<file path="src/rtl/md_exec_unit.sv">
// rtl/md_exec_unit.sv - iterative RV32M multiply/divide execution unit
//
// Ports:
//   clk      rising-edge clock
//   rst_n    asynchronous active-low reset
//   op_valid issuer requests an operation (sampled only in IDLE)
//   op_sel   5'b10000..5'b10111 = MUL, MULH, MULHSU, MULHU, DIV, DIVU, REM, REMU
//   rs1      operand A (multiplicand / dividend)
//   rs2      operand B (multiplier / divisor)
//   busy     high while in CALC or FIX
//   done     one-cycle pulse in DONE, result valid
//   result   registered result, updated only on entry to DONE
module md_exec_unit (
    input  logic        clk,
    input  logic        rst_n,
    input  logic        op_valid,
    input  logic [4:0]  op_sel,
    input  logic [31:0] rs1,
    input  logic [31:0] rs2,
    output logic        busy,
    output logic        done,
    output logic [31:0] result
);

    localparam logic [1:0] IDLE = 2'd0;
    localparam logic [1:0] CALC = 2'd1;
    localparam logic [1:0] FIX  = 2'd2;
    localparam logic [1:0] DONE = 2'd3;

    logic [1:0]  state_q,  state_d;
    logic [4:0]  cnt_q,    cnt_d;
    logic [2:0]  op_q,     op_d;      // op_sel[2:0]; [4:3] is fixed at acceptance
    logic        neg_a_q,  neg_a_d;   // rs1 negative under this op's signedness
    logic        neg_b_q,  neg_b_d;
    logic [31:0] opa_q,    opa_d;     // multiplicand magnitude or divisor magnitude
    logic [63:0] prod_q,   prod_d;    // mul: {partial hi, multiplier}; div: {rem, dividend/quotient}
    logic [31:0] result_q, result_d;

    // Operand decode, used only at acceptance
    logic        acc_ok;
    logic        in_div;
    logic        in_sa, in_sb;
    logic        in_na, in_nb;
    logic [31:0] mag_a, mag_b;
    logic        div_zero, div_ovf;

    // Iteration datapath
    logic [32:0] mul_sum;
    logic [32:0] div_tmp;
    logic        div_ge;
    logic [31:0] div_sub;
    logic [63:0] mul_step, div_step;

    // Sign fix-up
    logic [63:0] prod_neg;
    logic [31:0] quo_fix, rem_fix;
    logic [31:0] fix_res;

    always_comb begin
        acc_ok   = op_valid && (op_sel[4:3] == 2'b10);
        in_div   = op_sel[2];
        // MULH: both signed; MULHSU: rs1 signed; DIV/REM: both signed
        in_sa    = in_div ? ~op_sel[0] : (op_sel[1:0] == 2'b01 || op_sel[1:0] == 2'b10);
        in_sb    = in_div ? ~op_sel[0] : (op_sel[1:0] == 2'b01);
        in_na    = in_sa & rs1[31];
        in_nb    = in_sb & rs2[31];
        mag_a    = in_na ? (32'd0 - rs1) : rs1;
        mag_b    = in_nb ? (32'd0 - rs2) : rs2;
        div_zero = in_div && (rs2 == 32'd0);
        div_ovf  = in_div && !op_sel[0] && (rs1 == 32'h8000_0000) && (rs2 == 32'hFFFF_FFFF);

        // Shift-add: add multiplicand into upper half on multiplier LSB, then shift right
        mul_sum  = {1'b0, prod_q[63:32]} + (prod_q[0] ? {1'b0, opa_q} : 33'd0);
        mul_step = {mul_sum, prod_q[31:1]};

        // Restoring divide: shift next dividend bit into remainder, subtract if it fits
        div_tmp  = prod_q[63:31];
        div_ge   = div_tmp >= {1'b0, opa_q};
        div_sub  = div_tmp[31:0] - opa_q;
        div_step = {(div_ge ? div_sub : div_tmp[31:0]), prod_q[30:0], div_ge};

        prod_neg = 64'd0 - prod_q;
        quo_fix  = (neg_a_q ^ neg_b_q) ? (32'd0 - prod_q[31:0]) : prod_q[31:0];
        rem_fix  = neg_a_q ? (32'd0 - prod_q[63:32]) : prod_q[63:32];
        if (op_q[2]) begin
            fix_res = op_q[1] ? rem_fix : quo_fix;
        end else if (op_q[1:0] == 2'b00) begin
            fix_res = prod_q[31:0];   // low half identical with or without negation for MUL
        end else begin
            fix_res = (neg_a_q ^ neg_b_q) ? prod_neg[63:32] : prod_q[63:32];
        end
    end

    always_comb begin
        state_d  = state_q;
        cnt_d    = cnt_q;
        op_d     = op_q;
        neg_a_d  = neg_a_q;
        neg_b_d  = neg_b_q;
        opa_d    = opa_q;
        prod_d   = prod_q;
        result_d = result_q;
        case (state_q)
            IDLE: begin
                if (acc_ok) begin
                    op_d    = op_sel[2:0];
                    neg_a_d = in_na;
                    neg_b_d = in_nb;
                    cnt_d   = 5'd0;
                    opa_d   = in_div ? mag_b : mag_a;
                    prod_d  = {32'd0, (in_div ? mag_a : mag_b)};
                    if (div_zero) begin
                        state_d  = DONE;
                        result_d = op_sel[1] ? rs1 : 32'hFFFF_FFFF;
                    end else if (div_ovf) begin
                        state_d  = DONE;
                        result_d = op_sel[1] ? 32'd0 : 32'h8000_0000;
                    end else begin
                        state_d  = CALC;
                    end
                end
            end
            CALC: begin
                prod_d = op_q[2] ? div_step : mul_step;
                cnt_d  = cnt_q + 5'd1;
                if (cnt_q == 5'd31) begin
                    state_d = FIX;
                end
            end
            FIX: begin
                result_d = fix_res;
                state_d  = DONE;
            end
            DONE: begin
                state_d = IDLE;
            end
            default: begin
                state_d = IDLE;
            end
        endcase
    end

    always_ff @(posedge clk or negedge rst_n) begin
        if (!rst_n) begin
            state_q  <= IDLE;
            cnt_q    <= 5'd0;
            op_q     <= 3'd0;
            neg_a_q  <= 1'b0;
            neg_b_q  <= 1'b0;
            opa_q    <= 32'd0;
            prod_q   <= 64'd0;
            result_q <= 32'd0;
        end else begin
            state_q  <= state_d;
            cnt_q    <= cnt_d;
            op_q     <= op_d;
            neg_a_q  <= neg_a_d;
            neg_b_q  <= neg_b_d;
            opa_q    <= opa_d;
            prod_q   <= prod_d;
            result_q <= result_d;
        end
    end

    assign busy   = (state_q == CALC) || (state_q == FIX);
    assign done   = (state_q == DONE);
    assign result = result_q;

endmodule

</file>
<file path="config.mk">
export PLATFORM = sky130hd
export DESIGN_NAME = md_exec_unit
export DESIGN_NICKNAME = d
export VERILOG_FILES = /design/src/rtl/md_exec_unit.sv
export SDC_FILE = /design/constraint.sdc
export NUM_CORES = 1
export LEC_CHECK = 0
export CORE_AREA = 2 2 199 201
export DETAILED_ROUTE_END_ITERATION = 8
export DIE_AREA = 0 0 201 203
export SETUP_SLACK_MARGIN = 0.15
export SLEW_MARGIN = 5
export SYNTH_ARGS = -nofsm -noshare
export SYNTH_HDL_FRONTEND = slang
export SYNTH_SLANG_ARGS = --single-unit
</file>
<file path="constraint.sdc">
create_clock -name clk -period 3.1 [get_ports clk]
set_input_delay 0.62 -clock clk [delete_from_list [all_inputs] [get_ports clk]]
set_output_delay 0.62 -clock clk [all_outputs]
set_load 0.01 [all_outputs]
</file>
* Word-level counts from Yosys, hierarchy flattened
Cells that the tools add are included.
** Storage, ports and cells
- Bits in registers :: 140
** Operators by class
- Reductions and logical operators :: 17
- $lt $le $gt $ge :: 1
- Add/subtract/negate cells :: 8
- Mux-type cells :: 30
- Equality and inequality tests :: 12
- Bitwise operators :: 4
** Operators with widths (number)
- 32-bit two-way mux :: 17
- 64-bit two-way mux :: 2
- 64-bit one-hot mux with 2 select lines :: 1
- 1-bit by 32-bit subtractor with 32-bit output, first input constant :: 4
- 32-bit == test, second input constant :: 2
- 32-bit one-hot mux with 2 select lines :: 1
- 1-bit by 64-bit subtractor with 64-bit output, first input constant :: 1
- 32-bit by 32-bit adder with 33-bit output :: 1
- 33-bit by 32-bit greater-or-equal comparator with 1-bit output :: 1
- 32-bit logical NOT :: 1
- 32-bit subtractor :: 1
- 5-bit one-hot mux with 2 select lines :: 1
- 2-bit == test, second input constant :: 4
- 2-bit two-way mux :: 4
- 2-bit one-hot mux with 4 select lines :: 1
- 2-bit AND reduction :: 3
- 5-bit by 1-bit adder with 5-bit output, second input constant :: 1
- 5-bit == test, second input constant :: 1
- 1-bit logical AND :: 5
- 5-bit two-way mux :: 1
- 2-bit by 1-bit == test with 1-bit output, second input constant :: 2
- 2-bit logical NOT :: 2
- 2-bit inequality test, second input constant :: 2
- 2-bit nonzero test :: 2
- other kinds (8) :: 11

* Depth between registers and ports, before layout
- Depth after elaboration :: 8
- Gate-level depth with buffers :: 15
- Gate-level depth less buffers :: 13

* Worst setup path after synthesis
Ideal clock, no wire load.
- Path kind :: register to register
- From :: reg prod_q[0]
- To :: reg prod_q[61]
- Clock period less this slack :: 3401 ps
- Arrival :: 3260 ps
- Setup slack :: -301 ps
- Stages on the path, launching flop included :: 14
- Setup time :: 141 ps
- Path buffers :: 1
- Required time :: 2959 ps
- Path through :: dfrtp_1 -> inv_1 -> clkbuf_1 -> nor2_1 -> ha_1 -> and4_1 -> and3_1 -> and2_1 -> a221oi_1 -> o311ai_0 -> a31oi_1 -> nor3_1 -> xnor2_1 -> o221ai_1
** Between the ends
- Word-level cells in the longest chain between the ends :: 4
** Ends and longest elaborated chain
- start: declaration :: line 36 : logic [63:0] prod_q, prod_d;
- start signal: assignment :: line 160 : prod_q <= prod_d;
- 32-bit two-way mux :: line 73 : mul_sum = {1'b0, prod_q[63:32]} + (prod_q[0] ? {1'b0, opa_q} : 33'd0);
- 32-bit by 32-bit adder with 33-bit output :: line 73
- 64-bit two-way mux :: line 124 : prod_d = op_q[2] ? div_step : mul_step;
- 64-bit one-hot mux with 2 select lines :: line 103 : case (state_q)
Every way passes these cells.
A chain may end at the register's enable or synchronous reset.

* Worst setup path after layout
- From :: reg prod_q[0]
- To :: reg prod_q[62]
Same word-level chain as after synthesis.

==> run summary <==
status = complete, but fails checks
failing checks = negative setup slack
synth warn = 0
via count = 18500
CTS tree = done
Mapped Nets = 2246
HPWL after detailed placement = 57.3 mm
RSZ-0062 raised after global routing = yes
clk_lat worst skew = 460 ps
Root Driver = clkbuf_16
Fmax = 0.313 GHz
Finish-stage setup viols = 8
fin crit share = 103%
Leak = 9.88 nW
post-cts hold buffer count = 0
worst hold path type = input pin to asynchronous set/reset pin
Worst Path Buf+Inv = 2
routed len/inst = 23.5 µm
Worst slew margin = 44.1%
ranking of synthesized cells by area = dfrtp_1 (23%), o21ai_0 (7.3%), ha_1 (6.3%)
critical path cell sequence = inv_4 -> buf_12 -> nor2_4 -> ha_4 -> and4_4 -> and3_4 -> o221ai_4 -> a211oi_4 -> o41ai_4 -> o21ai_2 -> a41oi_2 -> mux2_2 -> o41ai_2
final count of hold timing violations = 0
Setup TNS = -294 ps
Synth Instances = 2095
time the worst path needs with I/O delays and setup = 3190 ps
Rows = 72
CP top delay family = compound AO/OA/AOI/OAI gates
largest net degree at the start of global routing = 79
first-pass GRT wire length = 110 mm
number of enable flip-flop cells after synthesis = 0
Inst Count DP = 3015
Max Slew Vio Count = 0
DRT Pass-1 Iters = 7
total CTS buffers = 17
Post-synth ARST share = 100%
top post-synthesis cells by count = nor2_1 (228), o21ai_0 (224), nand2_1 (196)
Worst Setup Path Type = flip-flop to flip-flop
Synth cell types = 77
Fillers = 3600
Final Non-Filler Cells = 3113
Reg clk slew, reported paths = 70 ps
Worst EP required = 3460 ps
Seq/Total Area, Yosys = 22.8%
clk_skew = 16.4 ps
antenna viol nets, final = 0
VDD IR max = 0.000635 V
Placer Congestion = 1.03
vias in the first global route = 17700
startpoint types = flip-flop
IO Port Bufs = 105
power per cell area = 1190 nW/µm²
Die W = 201 µm
number of synthesized register bits = 140
GRT Residual Overflow = 0
Residual DRC = 0
H-tree depth = 4
most frequent cell after synthesis = nor2_1
fin worst setup slack = -94.9 ps
Synth Flop Type = dfrtp_1
share of layout cells above drive strength 1 = 32.3%
die footprint = 40800 µm²
Clock Tree Buf Depth = 2
number of max-cap violations = 0
P&R area growth vs syn = 49.0%
Mapped Area = 15300 µm²
initial antenna violation count = 3
overall routing resource usage = 35.3%
CTS sink count = 140
Setup crit end kind = flip-flop
Starting Density = 39.9%
fraction of post-synthesis cell area in the top cell type by area = 22.8%
Synth area leader = dfrtp_1
Critical Path Fanout Max = 7
Die Y = 203 µm
Routed WL = 73.2 mm
Placeable Area = 38500 µm²
Crit-path slowest cell = dfrtp_2
worst slew pin tran = 839 ps
Critical Path AT = 3550 ps
initial detailed-routing violation count = 1897
routed vias/inst = 5.95
I/O Pins = 106
# nets final = 2732
Critical Path Max Stage Delay = 450 ps
Synth Area per Inst = 7.32 µm²
-- metal layers --
layer	track usage [%]	vias up	routed length, µm
li1	-	8587	-
met1	50.0	8940	31900
met2	54.1	857	31400
met3	6.04	142	6880
met4	12.3	0	3010
met5	0	-	0
-- cells in the final DEF (no fill, tap or decap), types with 32 or more instances in the layout --
cell,netlist,routed
nand2_1,196,189
mux2i_1,34,32
nor2_1,228,218
a21o_1,33,33
buf_4,4,460
a211oi_1,46,37
xnor2_1,107,98
clkdlybuf4s50_1,0,86
ha_1,77,53
inv_1,73,53
o21ai_0,224,183
a21oi_1,184,165
nor3_1,46,34
dfrtp_1,140,124
xor2_1,82,82
-- final cells by class --
cell class | count | area, µm² | area share (%)
multi-input combinational | 1725 | 12400 | 54.2
timing repair buffer | 622 | 5410 | 23.7
sequential | 140 | 3520 | 15.4
tap | 518 | 648 | 2.84
clock buffer | 18 | 429 | 1.88
inverter | 75 | 287 | 1.25
clock inverter | 14 | 181 | 0.794
antenna | 1 | 2.50 | 0.0110
-- registers in the layout (all words and copies together) (netlist names) --
register,count
cnt_q,5
neg_a_q,1
neg_b_q,1
op_q,3
opa_q,32
prod_q,64
result,32
state_q,2
-- power by group --
part	switching [W]	total [W]	internal (W)
Sequential	0.000877	0.00355	0.00267
Combinational	0.0118	0.0213	0.00955
Clock	0.000978	0.00226	0.00128
-- per-stage QoR --
step                hold WS (ps)  util [%]  total power (W)  worst slack [ps]  area [µm²]
floorplan                    324         -           0.0137              92.6       15500
global placement             467      52.5           0.0214              -470       20200
detailed placement           472      52.5           0.0215              -492       20200
CTS                          243      57.6           0.0256             -35.8       22200
global route                 273      59.4           0.0287              -183       22800
finish                       228      59.4           0.0271             -94.9       22900
-- cells by family (layout without fill, tap and decap cells) --
| kind of cell | after synthesis | count (layout) | share of synthesized area, % |
|---|---|---|---|
| adders and majority gates | 79 | 79 | 6.54 |
| xor gates and xnor gates | 189 | 189 | 10.8 |
| DFF | 140 | 140 | 22.8 |
| muxes | 66 | 66 | 4.57 |
| buffers and inverters | 230 | 729 | 5.83 |
| AOI/OAI and AO/OA | 708 | 708 | 28.6 |
| and+or+nand+nor | 683 | 683 | 20.9 |
| other | 0 | 1 | 0 |
-- final timing paths --
kind                       cells past startpoint    endpoint       from  slack, ps
setup / recovery                              13  prod_q[62]  prod_q[0]        -90
hold / removal                                 1  result[20]      rst_n        230
setup reg to reg                              13  prod_q[62]  prod_q[0]        -90
hold reg to reg                                2   opa_q[13]  opa_q[13]        490
max in group asynchronous                      2  prod_q[50]      rst_n       2100
min in group clk                               2   opa_q[13]  opa_q[13]        490
-- what timing repair did --
item,in CTS,in global routing
endpoints found under the setup margin,78,75
resized for setup,227,139
buffers inserted,44,13
pin swaps,91,87
cloned,7,1
Power figures use the tool's default switching activity.
